===== config.mk =====
export PLATFORM = sky130hd
export DESIGN_NAME = apb3_master_bridge
export DESIGN_NICKNAME = d
export VERILOG_FILES = /design/src/rtl/apb3_master_bridge.sv
export SDC_FILE = /design/constraint.sdc
export NUM_CORES = 1
export LEC_CHECK = 0
export BUFFER_PORTS_ARGS = -buffer_cell sky130_fd_sc_hd__buf_2
export CAP_MARGIN = 20
export CORE_ASPECT_RATIO = 0.8
export CORE_MARGIN = 1.5
export CORE_UTILIZATION = 48
export DETAILED_ROUTE_END_ITERATION = 10
export PLACE_DENSITY_LB_ADDON = 0.25
export RECOVER_POWER = 50
export SLEW_MARGIN = 20
export SYNTH_ARGS = -nofsm -noshare
export SYNTH_HDL_FRONTEND = slang
export SYNTH_SLANG_ARGS = --single-unit

===== constraint.sdc =====
create_clock -name PCLK -period 5.9 [get_ports PCLK]
set_clock_uncertainty 0.1 [all_clocks]
set_input_delay 1.475 -clock PCLK [delete_from_list [all_inputs] [get_ports PCLK]]
set_output_delay 1.475 -clock PCLK [all_outputs]
set_load 0.02 [all_outputs]

===== src/rtl/apb3_master_bridge.sv =====
`default_nettype none
// ============================================================================
//  Module      : apb3_master_bridge
//  Description : Single-outstanding command/response to APB3 master bridge
//                with byte strobes and an optional ACCESS-phase timeout.
//  Revision    : 1.0 - initial release
// ============================================================================

module apb3_master_bridge #(
  parameter int ADDR_W      = 12,
  parameter int TIMEOUT_CYC = 16
) (
  input  logic              PCLK,
  input  logic              PRESET,
  // command channel
  input  logic              cmd_valid,
  output logic              cmd_ready,
  input  logic              cmd_write,
  input  logic [ADDR_W-1:0] cmd_addr,
  input  logic [31:0]       cmd_wdata,
  input  logic [3:0]        cmd_strb,
  // response channel
  output logic              rsp_valid,
  input  logic              rsp_ready,
  output logic [31:0]       rsp_rdata,
  output logic              rsp_err,
  output logic              rsp_timeout,
  // APB3 master
  output logic [ADDR_W-1:0] PADDR,
  output logic              PSEL,
  output logic              PENABLE,
  output logic              PWRITE,
  output logic [31:0]       PWDATA,
  output logic [3:0]        PSTRB,
  input  logic [31:0]       PRDATA,
  input  logic              PREADY,
  input  logic              PSLVERR
);

  localparam int c_CNT_W = (TIMEOUT_CYC > 0) ? $clog2(TIMEOUT_CYC + 1) : 1;
  localparam logic [c_CNT_W-1:0] c_CNT_MAX = '1;
  localparam logic [c_CNT_W-1:0] c_TIMEOUT = c_CNT_W'(TIMEOUT_CYC);

  typedef enum logic [1:0] {
    S_IDLE   = 2'd0,
    S_SETUP  = 2'd1,
    S_ACCESS = 2'd2,
    S_RESP   = 2'd3
  } state_t;

  state_t             r_state;
  state_t             w_state_nxt;
  logic [c_CNT_W-1:0] r_wait_cnt;
  logic [c_CNT_W-1:0] w_cnt_inc;
  logic               w_accept;
  logic               w_xfer_done;
  logic               w_abort;

  assign cmd_ready = (r_state == S_IDLE);

  always_ff @(posedge PCLK) begin
    if (PRESET) begin
      r_state <= S_IDLE;
    end else begin
      r_state <= w_state_nxt;
    end
  end

  always_comb begin
    w_state_nxt = r_state;
    w_accept    = 1'b0;
    w_xfer_done = 1'b0;
    w_abort     = 1'b0;
    // Saturating increment keeps the counter from wrapping when the timeout is disabled
    w_cnt_inc   = (r_wait_cnt == c_CNT_MAX) ? r_wait_cnt : r_wait_cnt + 1'b1;
    case (r_state)
      S_IDLE: begin
        if (cmd_valid) begin
          w_accept    = 1'b1;
          w_state_nxt = S_SETUP;
        end
      end
      S_SETUP: begin
        w_state_nxt = S_ACCESS;
      end
      S_ACCESS: begin
        if (PSEL && PENABLE && PREADY) begin
          w_xfer_done = 1'b1;
          w_state_nxt = S_RESP;
        end else if ((TIMEOUT_CYC > 0) && (w_cnt_inc == c_TIMEOUT)) begin
          w_abort     = 1'b1;
          w_state_nxt = S_RESP;
        end
      end
      S_RESP: begin
        if (rsp_ready) begin
          w_state_nxt = S_IDLE;
        end
      end
      default: begin
        w_state_nxt = S_IDLE;
      end
    endcase
  end

  always_ff @(posedge PCLK) begin
    if (PRESET) begin
      PSEL        <= 1'b0;
      PENABLE     <= 1'b0;
      PWRITE      <= 1'b0;
      PADDR       <= '0;
      PWDATA      <= '0;
      PSTRB       <= '0;
      rsp_valid   <= 1'b0;
      rsp_err     <= 1'b0;
      rsp_timeout <= 1'b0;
      rsp_rdata   <= '0;
      r_wait_cnt  <= '0;
    end else begin
      if (w_accept) begin
        PSEL       <= 1'b1;
        PADDR      <= cmd_addr;
        PWRITE     <= cmd_write;
        PSTRB      <= cmd_write ? cmd_strb : 4'h0;
        r_wait_cnt <= '0;
        // Reads leave the write-data bus untouched
        if (cmd_write) begin
          PWDATA <= cmd_wdata;
        end
      end
      if (r_state == S_SETUP) begin
        PENABLE <= 1'b1;
      end
      if ((r_state == S_ACCESS) && !w_xfer_done) begin
        r_wait_cnt <= w_cnt_inc;
      end
      if (w_xfer_done || w_abort) begin
        PSEL        <= 1'b0;
        PENABLE     <= 1'b0;
        rsp_valid   <= 1'b1;
        rsp_rdata   <= (w_abort || PWRITE) ? 32'h0 : PRDATA;
        rsp_err     <= w_abort ? 1'b1 : PSLVERR;
        rsp_timeout <= w_abort;
      end
      if ((r_state == S_RESP) && rsp_ready) begin
        rsp_valid <= 1'b0;
      end
    end
  end

endmodule

`default_nettype wire


==> summary.txt <==
Run status
  • Status: completed

Layout
  • Filler Cell Count: 575
  • Final instance area: 4310 um2
  • Antenna cells: 0
  • Area delta synth->final: 29.4%
  • Nets: 620
  • Layout cells sized above 1: 0.238

Worst hold path
  • Worst hold path depth: 2
  • Worst hold path startpoint: PADDR[1]
  • Worst Hold End: PADDR[1]
  • Hold Path Class: reg -> reg

Clock tree
  • CTS Buffer Depth: 2
  • CTS buffer count: 9
  • Post-CTS Hold Buffers: 0
  • H-tree depth: 3
  • CTS Sinks: 93
  • Post-CTS resize count: 0
  • CTS Root Buffer Type: clkbuf_8
  • Clk slew on worst S/H paths: 0.09 ns
  • Clk_lat worst skew: 0.35 ns
  • CTS tree: yes
  • # Post-CTS Setup Buffers: 0

Timing
  • Relative slew slack: 0.330
  • Fin crit share: 0.581
  • Setup violations, final: 0
  • Achievable clock frequency: 292 MHz
  • Final Hold Fails: 0
  • RSZ-0062 raised after global routing: no
  • Worst Tran Pin Value: 1.00 ns
  • Fin crit period: 3.43 ns
  • Post-route setup TNS: 0 ns
  • Pins Over Slew Limit: 0

Critical path
  • Worst Setup Path Type: in -> reg
  • R2R cell count: 6
  • Crit-path max FO: 32
  • Data required, critical path: 6.00 ns
  • Worst reg-to-reg setup slack: 3.03 ns
  • Crit path DAT: 3.53 ns
  • Worst path slowest cell: nand2_1
  • Worst r2r src: r_state[0]
  • Crit end category: register
  • Critical path launch point type: input port
  • CP top delay family: simple AND/OR/NAND/NOR gates
  • Worst-path cell chain: clkbuf_1, and2_0, nand2_1, nand2_1, a21oi_1
  • Worst path bufs/invs: 1
  • R2R Path End: PWDATA[31]
  • Largest stage delay, worst path: 0.83 ns
  • Critical Path Most Common Cell: nand2_1

Synthesis
  • Mapped Avg Cell Area: 9.10 um2
  • Sequential area share after synthesis: 0.559
  • Synthesized cell area: 3330 um2
  • Cells after synthesis: 366
  • Syn. warnings: 0
  • Synth Register Bits: 93
  • Synth unique cells: 27
  • Syn_nets: 458

Power and ir drop
  • Worst VDD drop: 0.223 mV
  • Internal power: 0.966 mW
  • Design Power: 1.46 mW
  • Sequential Power Share: 0.493
  • Leak Pwr: 1.83 nW
  • P_sw: 0.490 mW
  • Sw frac: 0.337
  • Logic pwr share: 0.240
  • Pwr Density: 338 nW/um2
  • Clk pwr share: 0.267

Global routing
  • Total Routing Usage GR: 0.211
  • Vias in the first global route: 2762
  • Pin count of the biggest net entering global routing: 63
  • Initial antenna violation count: 0
  • Grt ovf: 0
  • First-pass GRT wire length: 12.4 mm

Route
  • # DRC: 0
  • Drt wl/cell: 12.8 um
  • DR pass1 iterations: 4
  • WL final: 7.88 mm
  • Final ANT Viol Nets: 0
  • Detailed Route Iter0 Violations: 110
  • Via density: 4.97
  • Vias: 3067

Placed design
  • Dpl hpwl: 5.62 mm
  • Final GP Congestion: 0.869
  • Placement Cell Area: 4210 um2
  • Port Buffers: 173

Die
  • DIE AREA: 7450 um2
  • Die height: 77.5 um
  • Row count: 26
  • Initial Util: 0.510
  • IO Pins: 174
  • Die width: 96.2 um
  • Core area: 6540 um2

Job
  • Max_cap viols: 0
==> cell usage after synthesis <==
| cell type | count | area share |
|---|---|---|
| nand4_2 | 1 | 0.0038 |
| a32oi_1 | 1 | 0.0026 |
| ha_1 | 5 | 0.019 |
| mux2i_1 | 4 | 0.012 |
| inv_1 | 4 | 0.0045 |
| buf_6 | 3 | 0.010 |
| o21a_1 | 2 | 0.0045 |
| dfxtp_1 | 93 | 0.56 |
| nor2b_1 | 2 | 0.0038 |
| clkbuf_1 | 20 | 0.023 |
| nand4_1 | 1 | 0.0019 |
| nor3b_1 | 1 | 0.0023 |
| and2_1 | 3 | 0.0056 |
| nand3_1 | 7 | 0.011 |
| o32ai_4 | 1 | 0.0083 |
| o21ai_1 | 1 | 0.0015 |
| nor2_1 | 9 | 0.010 |
| a21oi_4 | 1 | 0.0049 |
| buf_1 | 1 | 0.0011 |
| nand2b_1 | 5 | 0.0094 |
| a22o_1 | 32 | 0.084 |
| and3_1 | 2 | 0.0038 |
| a21oi_1 | 57 | 0.086 |
| o21ai_0 | 6 | 0.0090 |
| nor3_1 | 1 | 0.0015 |
| nand2_1 | 101 | 0.11 |
| a221oi_1 | 2 | 0.0053 |
==> placed cells by master (no fill, tap or decap) <==
cell type  Yosys  final
nor3b_1        1      1
and2_1         3      1
inv_1          4      4
clkinv_2       0      2
nor2b_1        2      2
o21a_1         2      2
inv_6          0      3
o21ai_0        6      7
a22o_1        32     32
mux2i_1        4      4
ha_1           5      5
a221oi_1       2      2
a21oi_1       57     57
and2_0         0      2
nand2_1      101    101
nor3_2         0      1
buf_2          0    104
clkbuf_8       0     10
dfxtp_1       93     93
buf_4          0      3
o32ai_4        1      1
a21oi_4        1      1
nor2_1         9      9
nand4_1        1      1
clkinv_4       0      1
a32oi_1        1      1
and3_1         2      2
nand3_1        7      7
nand4_2        1      1
clkbuf_1      20     68
nand2b_1       5      5
==> power by group through the flow <==
stage	sequential, mW	clock, mW	combinational (mW)
floorplan	0.787	0	0.190
global placement	0.729	0	0.355
detailed placement	0.731	0	0.362
CTS	0.717	0.402	0.363
global route	0.727	0.429	0.385
finish	0.718	0.389	0.349
==> per-stage QoR <==
stage               setup slack, ns  instances  hold WS (ns)  utilization
finish                         2.47        617         0.357        0.659
global route                   2.16        617         0.371        0.659
CTS                            2.73        617         0.355        0.672
detailed placement             2.34        601         0.343        0.644
global placement               2.41        601         0.335        0.644
floorplan                      3.28        366         0.385            -
==> routing by layer <==
layer | GRT usage | vias up | part of all wire | routed length (um)
met4 | 0.0779 | 0 | 0.014 | 109
met1 | 0.248 | 1375 | 0.42 | 3330
li1 | - | 1571 | - | -
met3 | 0.0725 | 10 | 0.070 | 554
met2 | 0.353 | 111 | 0.49 | 3880
met5 | 0 | - | 0 | 0
==> layout make-up <==
class	instances	area [um2]	area share
flip-flops and latches	93	1860	0.432
multi-input cells	245	1350	0.313
repair buffers	175	798	0.185
clock buffers	10	138	0.0319
well taps	84	105	0.0244
clock inverters	6	45.0	0.0104
inverters	4	15.0	0.00348
==> tightest hold or removal path: stages (launching register included) <==
cell	delay, ns
dfxtp_1	0.32
nand2_1	0.05
a21oi_1	0.05
==> sequential cells by signal, indices dropped and copies added, names as in the netlist <==
| name | flops |
|---|---|
| PSTRB | 4 |
| PSEL | 1 |
| rsp_valid | 1 |
| rsp_rdata | 32 |
| PADDR | 12 |
| r_state | 2 |
| PENABLE | 1 |
| rsp_timeout | 1 |
| r_wait_cnt | 5 |
| PWRITE | 1 |
| PWDATA | 32 |
| rsp_err | 1 |
==> logic make-up (layout without fill, tap and decap cells) <==
kind of cell / after synthesis / after routing / share of synthesized area
flip-flops: 93 / 93 / 0.559
AND/OR/NAND/NOR: 133 / 133 / 0.166
adder cells (fa/ha/maj): 5 / 5 / 0.0188
buffers and inverters: 28 / 195 / 0.0383
AO/OA/AOI/OAI: 103 / 103 / 0.206
multiplexers: 4 / 4 / 0.0120
==> worst max path at each step <==
stage | start | endpoint | slack (ns) | cells after the start
final | cmd_valid | PWDATA[31] | 2.47 | 5
after global routing | cmd_valid | PWDATA[31] | 2.16 | 5
after CTS | cmd_valid | PWDATA[31] | 2.73 | 5
after detailed placement | cmd_valid | PWDATA[8] | 2.34 | 5
after global placement | cmd_valid | PWDATA[3] | 2.41 | 5
after floorplan | PREADY | rsp_rdata[10] | 3.28 | 4
Note: power is estimated with default switching activity, not from simulation.
